==> config.mk <==
export PLATFORM = sky130hd
export DESIGN_NAME = bin2gray_counter
export DESIGN_NICKNAME = d
export VERILOG_FILES = /design/src/rtl/bin2gray_counter.sv
export SDC_FILE = /design/constraint.sdc
export NUM_CORES = 1
export LEC_CHECK = 0
export CORE_MARGIN = 5
export CORE_UTILIZATION = 35
export CTS_BUF_LIST = sky130_fd_sc_hd__clkbuf_16
export DETAILED_ROUTE_END_ITERATION = 16
export PLACE_DENSITY_LB_ADDON = 0.05
export SLEW_MARGIN = 10
export SYNTH_ARGS = -nofsm -noshare
export SYNTH_HDL_FRONTEND = slang
export SYNTH_SLANG_ARGS = --single-unit
==> constraint.sdc <==
create_clock -name clk -period 4.5 [get_ports clk]
set_input_delay 0.9 -clock clk [delete_from_list [all_inputs] [get_ports clk]]
set_output_delay 0.9 -clock clk [all_outputs]
set_load 0.02 [all_outputs]
==> src/rtl/bin2gray_counter.sv <==
// Binary up/down counter with registered Gray-code and binary outputs.
// Gray output is always derived from the next binary value, so both
// outputs update on the same edge and stay consistent.
module bin2gray_counter #(
  parameter int unsigned WIDTH = 4
) (
  input  logic             clk,
  input  logic             rst_n,
  input  logic             en,
  input  logic             up_dn,
  input  logic             load,
  input  logic [WIDTH-1:0] load_bin,
  output logic [WIDTH-1:0] gray_out,
  output logic [WIDTH-1:0] bin_out,
  output logic             tc,
  output logic             wrap
);

  localparam logic [WIDTH-1:0] ALL_ONES = '1;
  localparam logic [WIDTH-1:0] ALL_ZERO = '0;
  localparam logic [WIDTH-1:0] ONE      = WIDTH'(1);

  logic [WIDTH-1:0] bin_q,  bin_d;
  logic [WIDTH-1:0] gray_q, gray_d;
  logic             wrap_q, wrap_d;

  // Next-state: load beats count beats hold; wrap flags the roll-over edge only.
  always_comb begin
    bin_d  = bin_q;
    wrap_d = 1'b0;
    if (load) begin
      bin_d = load_bin;
    end else if (en) begin
      if (up_dn) begin
        bin_d  = bin_q + ONE;
        wrap_d = (bin_q == ALL_ONES);
      end else begin
        bin_d  = bin_q - ONE;
        wrap_d = (bin_q == ALL_ZERO);
      end
    end
    gray_d = bin_d ^ (bin_d >> 1);
  end

  // State registers with synchronous active-low reset.
  always_ff @(posedge clk) begin
    if (!rst_n) begin
      bin_q  <= ALL_ZERO;
      gray_q <= ALL_ZERO;
      wrap_q <= 1'b0;
    end else begin
      bin_q  <= bin_d;
      gray_q <= gray_d;
      wrap_q <= wrap_d;
    end
  end

  // Terminal count follows the live direction input.
  always_comb begin
    tc = up_dn ? (bin_q == ALL_ONES) : (bin_q == ALL_ZERO);
  end

  assign bin_out  = bin_q;
  assign gray_out = gray_q;
  assign wrap     = wrap_q;

endmodule

======== Word-level counts from Yosys, hierarchy flattened ========
Index checks and enable logic that the tools add are counted.
storage, ports and cells
  register bits ........................... 9
  memory bits (read-only) ................. 0
  memories kept ........................... 0
  bits of input ports ..................... 9
  memory bits (writable) .................. 0
  latch bits .............................. 0
operators by class
  equality and inequality tests ........... 1
  $lt $le $gt $ge ......................... 0
  add/subtract/negate cells ............... 2
  shifts and indexed selects .............. 0
  reduce and logical (&&, ||, !) cells .... 2
  div/mod/pow operators ................... 0
  mux-type cells .......................... 4
  bitwise gates (word level) .............. 3
  multiply operators ...................... 0
operators with widths
  kind                   count
  $mux W4                3
  $add A4 B1 Y4 const B  1
  $eq A4 B4 Y1 const B   1
  $logic_not A4 Y1       1
  $sub A4 B1 Y4 const B  1
  $xor A4 B3 Y4          1
  $reduce_or A3 Y1       1
  $not A1 Y1             2
  $mux W1                1

======== Longest topological paths before layout ========
Gate-level depths: netlist (run 1).
  word-level depth ........................ 5
  mapped depth ............................ 6
  mapped depth without buffers ............ 6

======== Least setup slack after synthesis (run 1) ========
Ideal clock, no wire load.
  kind .................................... input to output
  from .................................... input port up_dn
  to ...................................... output port tc
  buffers on the path ..................... 0
  cell stages on the path ................. 2
  arrival time ............................ 1.515 ns
  setup slack ............................. 2.085 ns
  cells stage by stage .................... inv_1 o21ai_0
between the ends
  longest elaborated chain between the ends .. 1
ends and longest elaborated chain
  item                RTL line  source
  start: declaration  10        input logic up_dn,
  $mux W1             60        tc = up_dn ? (bin_q == ALL_ONES) : (bin_q == ALL_ZERO);
  end: declaration    15        output logic tc,
Every way passes these cells.

======== Worst setup path in the final report (run 1) ========
Ends and elaborated chain as after synthesis.

==> flow_metrics.env, run 1 <==
export IMPL_powerDensity_mw_per_mm2=409
export IMPL_cap_violations=0
export IMPL_cp_start_kind="input pin"
export IMPL_dieHeight_um=47.5
export IMPL_synthToLayoutAreaGrowth_pct=51.8
export IMPL_yosysTopAreaCell="dfxtp_1"
export IMPL_fin_setup_tns_ns=0
export IMPL_final_nets=84
export IMPL_wire_per_inst_um=12.0
export IMPL_muxShareOfSynthArea=0.0939
export IMPL_finalClockSkew_ns=0.00488
export IMPL_worstSetupPathType="input pin to output port"
export IMPL_synth_top_family_by_area="simple AND/OR/NAND/NOR gates"
export IMPL_worstPathRequired_ns=3.60
export IMPL_synth_fa_ha_area_frac=0.0914
export IMPL_timing_rr_end="gray_out[1]$_SDFF_PN0_"
export IMPL_reg2regPathDepth=5
export IMPL_cts_hold_fix_buffers=0
export IMPL_endpoint="tc"
export IMPL_start_util=0.374
export IMPL_core_area_mm2=0.00132
export IMPL_cp_end_kind="output port"
export IMPL_rrSetupSlack_ns=2.69
export IMPL_yosys_area_top_type_share=0.325
export IMPL_portBuffers=18
export IMPL_outcome="complete, no violations"
export IMPL_yosysMostFrequentCell="dfxtp_1"
export IMPL_cts_resized_gates=0
export IMPL_period_share=0.749
export IMPL_reg2reg_from="bin_out[0]$_SDFF_PN0_"
export IMPL_die_x_um=47.5
export IMPL_synthXorXnorAreaFrac=0.0533
export IMPL_row_count=13
export IMPL_viasPerCell=5.09
export IMPL_dieArea_mm2=0.00226
export IMPL_drtAntennaViolNets=0
export IMPL_drc=0
export IMPL_yosysUniqueCellTypes=34
export IMPL_postCtsSetupRepairBufs=0
export IMPL_peakVddDrop_v=0.000176
export IMPL_rsz0062_at_grt="false"
export IMPL_clock_root_buffer="clkbuf_16"
export IMPL_layout_drive_gt1_share=0.100
export IMPL_antenna_found_initial=0
export IMPL_wl_mm=1.02
export IMPL_final_hold_violation_count=0
export IMPL_leakagePower_nw=0.308
export IMPL_ys_ff_latch=8
export IMPL_ioPinCount=19
export IMPL_synth_async_sr_flop_share=0
export IMPL_crit_path_max_fanout=5
export IMPL_cts_inserted_buffers=3
export IMPL_synth_compound_area_share=0.152
export IMPL_worstMarginPinSlew_ns=0.392
export IMPL_setup_violations=0
export IMPL_cts_sinks=8
export IMPL_insertion_delay_ns=0.23
export IMPL_synth_edff_count=0
export IMPL_syn_area_um2=493
export IMPL_drv_slew=0
export IMPL_grt_max_degree=12
export IMPL_grt_pass1_wl_mm=1.79
export IMPL_critPathLaunch="up_dn"
export IMPL_grt_pass1_vias=405
export IMPL_grt_usage=0.107
export IMPL_grt_overflow=0
export IMPL_fmaxAchievable_ghz=0.297
export IMPL_yosysSeqAreaShare=0.325
export IMPL_period_needed_ns=3.37
export IMPL_synth_area_top_cells="dfxtp_1 32%, ha_1 5.1%, fa_1 4.1%, mux2i_1 4.1%, nor2_1 3.8%"
export IMPL_diodes=0
export IMPL_postSynthCellCount=52
export IMPL_synth_common_cells="8 x dfxtp_1, 5 x nor2_1"
export IMPL_gp_congestion=0.740
export IMPL_relSlewSlack=0.737
export IMPL_cp_data_arrival_time_ns=2.47
export IMPL_syn_num_nets=64
export IMPL_synth_ff_type="dfxtp_1"
export IMPL_htreeDepth=1
export IMPL_drt_iter0_drc=5
export IMPL_synth_simple_gate_area_share=0.231
export IMPL_clockBufferDepth=2
export IMPL_min_path_type="register to register"
export IMPL_tritoncts="built"
export IMPL_fin_util=0.568
export IMPL_cts_reportedPaths_clkPinSlew_ns=0.04
export IMPL_yosysWarnings=0
export IMPL_drt_pass1_iterations=3
export IMPL_hpwl_um=822
export IMPL_vias=433
export IMPL_syn_avg_cell_area_um2=9.48
==> metrics by stage <==
| stage | std cells | hold WS, ns | worst slack (ns) | instance area (um2) | power [mW] |
|---|---|---|---|---|---|
| after floorplan | 52 | 0.783 | 2.08 | 493 | 0.131 |
| after global placement | 82 | 0.767 | 1.18 | 673 | 0.160 |
| after detailed placement | 82 | 0.772 | 1.11 | 673 | 0.160 |
| after CTS | 85 | 0.780 | 1.11 | 748 | 0.310 |
| after global routing | 85 | 0.831 | 1.01 | 748 | 0.320 |
| final | 85 | 0.767 | 1.13 | 748 | 0.306 |
==> worst min path at each step <==
stage	from	end	slack, ns	cells past startpoint
3_5_place_dp	bin_out[2]$_SDFF_PN0_	bin_out[2]$_SDFF_PN0_	0.77	3
5_1_grt	bin_out[2]$_SDFF_PN0_	bin_out[2]$_SDFF_PN0_	0.83	3
6_report	bin_out[2]$_SDFF_PN0_	bin_out[2]$_SDFF_PN0_	0.77	3
3_3_place_gp	bin_out[2]$_SDFF_PN0_	bin_out[2]$_SDFF_PN0_	0.77	3
4_1_cts	bin_out[2]$_SDFF_PN0_	bin_out[2]$_SDFF_PN0_	0.78	3
2_1_floorplan	bin_out[0]$_SDFF_PN0_	bin_out[0]$_SDFF_PN0_	0.78	3
==> worst max-delay path, cell delays in order <==
cell and delay (ns):
clkdlybuf4s50_1 0.53, inv_1 0.13, o21ai_0 0.26, clkdlybuf4s50_1 0.65
==> flip-flops by register name, summed over array words and instances, names as in the netlist <==
name      count
wrap          1
gray_out      3
bin_out       4
==> power breakdown <==
group	total (mW)	switching (mW)	internal, mW
Sequential	0.0851	0.00666	0.0785
Clock	0.148	0.0338	0.115
Combinational	0.0726	0.0338	0.0389
==> kinds of logic (layout without fill, tap and decap cells) <==
logic type	count (synthesis)	after routing
buf+inv	5	23
simple gates	18	18
mux	4	4
fa+ha+maj	3	3
xor+xnor	3	3
compound gates	11	11
flops	8	8
==> cell usage in the layout (no fill, tap or decap), types with 2 or more instances in the layout <==
| master | count |
|---|---|
| mux2i_1 | 2 |
| clkbuf_16 | 3 |
| clkdlybuf4s50_1 | 18 |
| ha_1 | 2 |
| a21oi_1 | 2 |
| xnor2_1 | 2 |
| dfxtp_1 | 8 |
| inv_1 | 2 |
| nor2_1 | 5 |
| o21ai_0 | 2 |
==> layer usage <==
layer  wire (um)  global-route usage  part of all wire
met1         513               0.152              0.50
met2         439               0.171              0.43
met3          69              0.0338             0.067
met4           0                   0                 0
met5           0                   0                 0
==> layout make-up <==
| cell class | count | area, um2 |
|---|---|---|
| fill | 121 | 569 |
| multi-input combinational | 39 | 307 |
| timing repair buffer | 18 | 180 |
| sequential | 8 | 160 |
| clock buffer | 3 | 75.1 |
| tap | 15 | 18.8 |
| inverter | 2 | 7.51 |
(Power assumes the default switching activity.)
==> run 2: changes to the inputs <==
==> constraint.sdc (replaced) <==
create_clock -name clk -period 3.5 [get_ports clk]
set_input_delay 0.7 -clock clk [delete_from_list [all_inputs] [get_ports clk]]
set_output_delay 0.7 -clock clk [all_outputs]
set_load 0.02 [all_outputs]
==> flow_metrics.env, run 2 (synthesis results as in run 1) <==
export IMPL_mostFrequentLayoutCells="18 x clkdlybuf4s50_1, 8 x dfxtp_1, 5 x nor2_1"
export IMPL_final_hold_violation_count=0
export IMPL_diodes=0
export IMPL_grtUsageMet1=0.155
export IMPL_grt_overflow=0
export IMPL_drc=0
export IMPL_cts_inserted_buffers=3
export IMPL_final_cells=85
export IMPL_rrSetupSlack_ns=1.66
export IMPL_insertion_delay_ns=0.23
export IMPL_fin_setup_tns_ns=0
export IMPL_drtAntennaViolNets=0
export IMPL_critPathLaunch="up_dn"
export IMPL_largest_reg_flops=4
export IMPL_cts_hold_fix_buffers=0
export IMPL_timing_rr_end="gray_out[1]$_SDFF_PN0_"
export IMPL_cts_sinks=8
export IMPL_antenna_found_initial=0
export IMPL_drt_iter0_drc=2
export IMPL_cp_end_kind="output port"
export IMPL_vias=435
export IMPL_drv_slew=0
export IMPL_grt_pass1_vias=408
export IMPL_hpwl_um=868
export IMPL_postCtsSetupRepairBufs=0
export IMPL_synthToLayoutAreaGrowth_pct=51.8
export IMPL_dp_cells=82
export IMPL_row_count=13
export IMPL_worstPathRequired_ns=2.80
export IMPL_worstMarginPinSlew_ns=0.405
export IMPL_layout_drive_gt1_share=0.100
export IMPL_leakagePower_nw=0.308
export IMPL_setup_violations=0
export IMPL_grt_max_degree=12
export IMPL_cp_start_kind="input pin"
export IMPL_fmaxAchievable_ghz=0.334
export IMPL_viasPerCell=5.12
export IMPL_clock_root_buffer="clkbuf_16"
export IMPL_clockBufferDepth=2
export IMPL_tritoncts="built"
export IMPL_fillers=123
export IMPL_p_total_mw=0.393
export IMPL_start_util=0.374
export IMPL_core_area_mm2=0.00132
export IMPL_grt_usage=0.120
export IMPL_final_common_cell="clkdlybuf4s50_1"
export IMPL_period_share=0.855
export IMPL_outcome="complete, no violations"
export IMPL_worstHoldPathCells=3
export IMPL_ioPinCount=19
export IMPL_rsz0062_at_grt="false"
export IMPL_final_nets=84
export IMPL_finalClockSkew_ns=0.00170
export IMPL_crit_path_max_fanout=5
export IMPL_grtUsageMet2=0.179
export IMPL_gp_congestion=0.743
export IMPL_endpoint="tc"
export IMPL_peakVddDrop_v=0.000258
export IMPL_die_x_um=47.5
export IMPL_period_needed_ns=2.99
export IMPL_wl_mm=1.08
export IMPL_grt_use_met3=0.0451
export IMPL_grt_pass1_wl_mm=1.86
export IMPL_reg2regPathDepth=5
export IMPL_drt_pass1_iterations=3
export IMPL_relSlewSlack=0.728
export IMPL_worstSetupPathType="input pin to output port"
export IMPL_reg2reg_from="bin_out[0]$_SDFF_PN0_"
export IMPL_cts_resized_gates=0
export IMPL_min_path_type="register to register"
export IMPL_portBuffers=18
export IMPL_cp_data_arrival_time_ns=2.29
export IMPL_htreeDepth=1
export IMPL_powerDensity_mw_per_mm2=525
export IMPL_dieArea_mm2=0.00226
export IMPL_busiest_layer="met2"
export IMPL_dieHeight_um=47.5
export IMPL_cts_reportedPaths_clkPinSlew_ns=0.04
export IMPL_wire_per_inst_um=12.7
export IMPL_cap_violations=0
[run 2: worst max-delay path, cell delays in order]
cell	delay (ns)
clkdlybuf4s50_1	0.54
inv_1	0.13
o21ai_0	0.27
clkdlybuf4s50_1	0.66
[run 2: stage by stage]
| step | area [um2] | worst slack, ns | hold slack (ns) | utilization |
|---|---|---|---|---|
| CTS | 748 | 0.502 | 0.771 | 0.568 |
| detailed placement | 673 | 0.501 | 0.767 | 0.511 |
| floorplan | 493 | 1.38 | 0.783 | - |
| finish | 748 | 0.506 | 0.765 | 0.568 |
| global placement | 673 | 0.576 | 0.767 | 0.511 |
| global route | 748 | 0.386 | 0.822 | 0.568 |
[run 2: how the worst min path moves through the flow]
stage | start | endpoint | slack (ns)
floorplan | bin_out[0]$_SDFF_PN0_ | bin_out[0]$_SDFF_PN0_ | 0.78
global placement | bin_out[2]$_SDFF_PN0_ | bin_out[2]$_SDFF_PN0_ | 0.77
detailed placement | bin_out[2]$_SDFF_PN0_ | bin_out[2]$_SDFF_PN0_ | 0.77
CTS | bin_out[2]$_SDFF_PN0_ | bin_out[2]$_SDFF_PN0_ | 0.77
global route | bin_out[2]$_SDFF_PN0_ | bin_out[2]$_SDFF_PN0_ | 0.82
finish | bin_out[2]$_SDFF_PN0_ | bin_out[2]$_SDFF_PN0_ | 0.76
[run 2: power by group]
group,switching (mW),internal [mW]
Clock,0.0419,0.147
Combinational,0.0444,0.0502
Sequential,0.00858,0.101
[run 2: layer usage]
layer	vias to the layer above	wire length [um]
met1	187	503
met3	2	91
met2	14	470
met4	0	15
li1	232	-
met5	-	0
[run 2: final cells by class]
cell class              instances  area [um2]  area share
inverters                       2        7.51      0.0100
flip-flops and latches          8         160       0.214
clock buffers                   3        75.1       0.100
multi-input cells              39         307       0.410
repair buffers                 18         180       0.241
well taps                      15        18.8      0.0251
==> run 3: changes to the inputs <==
--- a/config.mk
+++ b/config.mk
@@ -9,6 +9,8 @@
 export CORE_UTILIZATION = 35
 export CTS_BUF_LIST = sky130_fd_sc_hd__clkbuf_16
 export DETAILED_ROUTE_END_ITERATION = 16
+export DONT_BUFFER_PORTS = 1
+export GPL_TIMING_DRIVEN = 1
 export PLACE_DENSITY_LB_ADDON = 0.05
 export SLEW_MARGIN = 10
 export SYNTH_ARGS = -nofsm -noshare
==> flow_metrics.env, run 3 (synthesis results as in run 1) <==
export IMPL_peakVddDrop_v=0.000218
export IMPL_clock_root_buffer="clkbuf_16"
export IMPL_cp_data_arrival_time_ns=1.73
export IMPL_row_count=13
export IMPL_die_x_um=47.5
export IMPL_dieHeight_um=47.5
export IMPL_cts_sinks=8
export IMPL_crit_path_max_fanout=9
export IMPL_vias=394
export IMPL_cp_start_kind="register"
export IMPL_final_hold_violation_count=0
export IMPL_cap_violations=0
export IMPL_period_share=0.694
export IMPL_htreeDepth=1
export IMPL_slowest_stage="dfxtp_1"
export IMPL_setup_violations=0
export IMPL_fin_util=0.431
export IMPL_cts_hold_fix_buffers=0
export IMPL_fin_setup_tns_ns=0
export IMPL_grt_usage=0.126
export IMPL_postCtsSetupRepairBufs=0
export IMPL_final_cells=67
export IMPL_antenna_found_initial=0
export IMPL_grt_overflow=0
export IMPL_worstSetupPathType="register to output port"
export IMPL_drt_iter0_drc=12
export IMPL_core_area_mm2=0.00132
export IMPL_period_needed_ns=2.43
export IMPL_clockBufferDepth=2
export IMPL_cts_inserted_buffers=3
export IMPL_grt_pass1_vias=408
export IMPL_synthToLayoutAreaGrowth_pct=15.2
export IMPL_layout_drive_gt1_share=0.135
export IMPL_powerDensity_mw_per_mm2=637
export IMPL_final_common_cell="dfxtp_1"
export IMPL_dieArea_mm2=0.00226
export IMPL_fmaxAchievable_ghz=0.412
export IMPL_drt_pass1_iterations=4
export IMPL_ioPinCount=19
export IMPL_portBuffers=0
export IMPL_mostFrequentLayoutCells="8 x dfxtp_1, 5 x nor2_1, 3 x clkbuf_16"
export IMPL_diodes=0
export IMPL_drtAntennaViolNets=0
export IMPL_tritoncts="built"
export IMPL_drv_slew=0
export IMPL_critical_path_max_stage_delay_ns=0.71
export IMPL_cts_reportedPaths_clkPinSlew_ns=0.03
export IMPL_largest_reg_flops=4
export IMPL_leakagePower_nw=0.241
export IMPL_path_cells="nand4_1, o21ai_0"
export IMPL_dp_cells=64
export IMPL_cp_end_kind="output port"
export IMPL_start_util=0.374
export IMPL_grt_pass1_wl_mm=1.92
export IMPL_worstMarginPinSlew_ns=0.768
export IMPL_final_nets=66
export IMPL_drc=0
export IMPL_grt_max_degree=12
export IMPL_wire_per_inst_um=16.8
export IMPL_min_path_type="input pin to register"
export IMPL_relSlewSlack=0.482
export IMPL_hpwl_um=862
export IMPL_insertion_delay_ns=0.23
export IMPL_outcome="complete, no violations"
export IMPL_worstPathRequired_ns=2.80
export IMPL_wl_mm=1.13
export IMPL_cts_resized_gates=0
export IMPL_p_total_mw=0.362
export IMPL_finalClockSkew_ns=0.00336
export IMPL_viasPerCell=5.88
export IMPL_rsz0062_at_grt="false"
export IMPL_hold_ws_ns=0.623
export IMPL_gp_congestion=0.762
-- run 3: power breakdown --
| part | internal [mW] | total (mW) | leakage [nW] | switching (mW) |
|---|---|---|---|---|
| Clock | 0.147 | 0.189 | 0.0370 | 0.0418 |
| Sequential | 0.101 | 0.124 | 0.0663 | 0.0230 |
| Combinational | 0.0247 | 0.0488 | 0.137 | 0.0241 |
| Total | 0.273 | 0.362 | 0.241 | 0.0889 |
-- run 3: worst paths after layout --
| kind | from | to | slack [ns] | cells after the start |
|---|---|---|---|---|
| max | bin_out[3]$_SDFF_PN0_ | tc | 1.07 | 2 |
| min | rst_n | bin_out[2]$_SDFF_PN0_ | 0.62 | 1 |
| max reg2reg | bin_out[0]$_SDFF_PN0_ | gray_out[1]$_SDFF_PN0_ | 1.47 | 5 |
| min reg2reg | bin_out[2]$_SDFF_PN0_ | bin_out[2]$_SDFF_PN0_ | 0.86 | 3 |
-- run 3: layout make-up --
class                      instances  area, um2
inverter                           2       7.51
tap                               15       18.8
clock buffer                       3       75.1
multi-input combinational         39        307
fill                             130        749
sequential                         8        160
-- run 3: worst max-delay path: cells and delay by family (launching register included) --
| family | cells | cell delay (ns) |
|---|---|---|
| flops | 1 | 0.71 |
| compound gates | 1 | 0.63 |
| simple gates | 1 | 0.16 |
-- run 3: per-layer routing --
| metal | wire length, um | global-route usage |
|---|---|---|
| met4 | 22 | 0.0645 |
| met5 | 0 | 0 |
| met1 | 490 | 0.148 |
| met2 | 518 | 0.193 |
| met3 | 97 | 0.0564 |
-- run 3: stage by stage --
step / worst slack (ns) / area [um2]
after floorplan: 1.38 / 493
after global placement: 1.28 / 493
after detailed placement: 1.28 / 493
after CTS: 1.05 / 568
after global routing: 0.966 / 568
final: 1.07 / 568
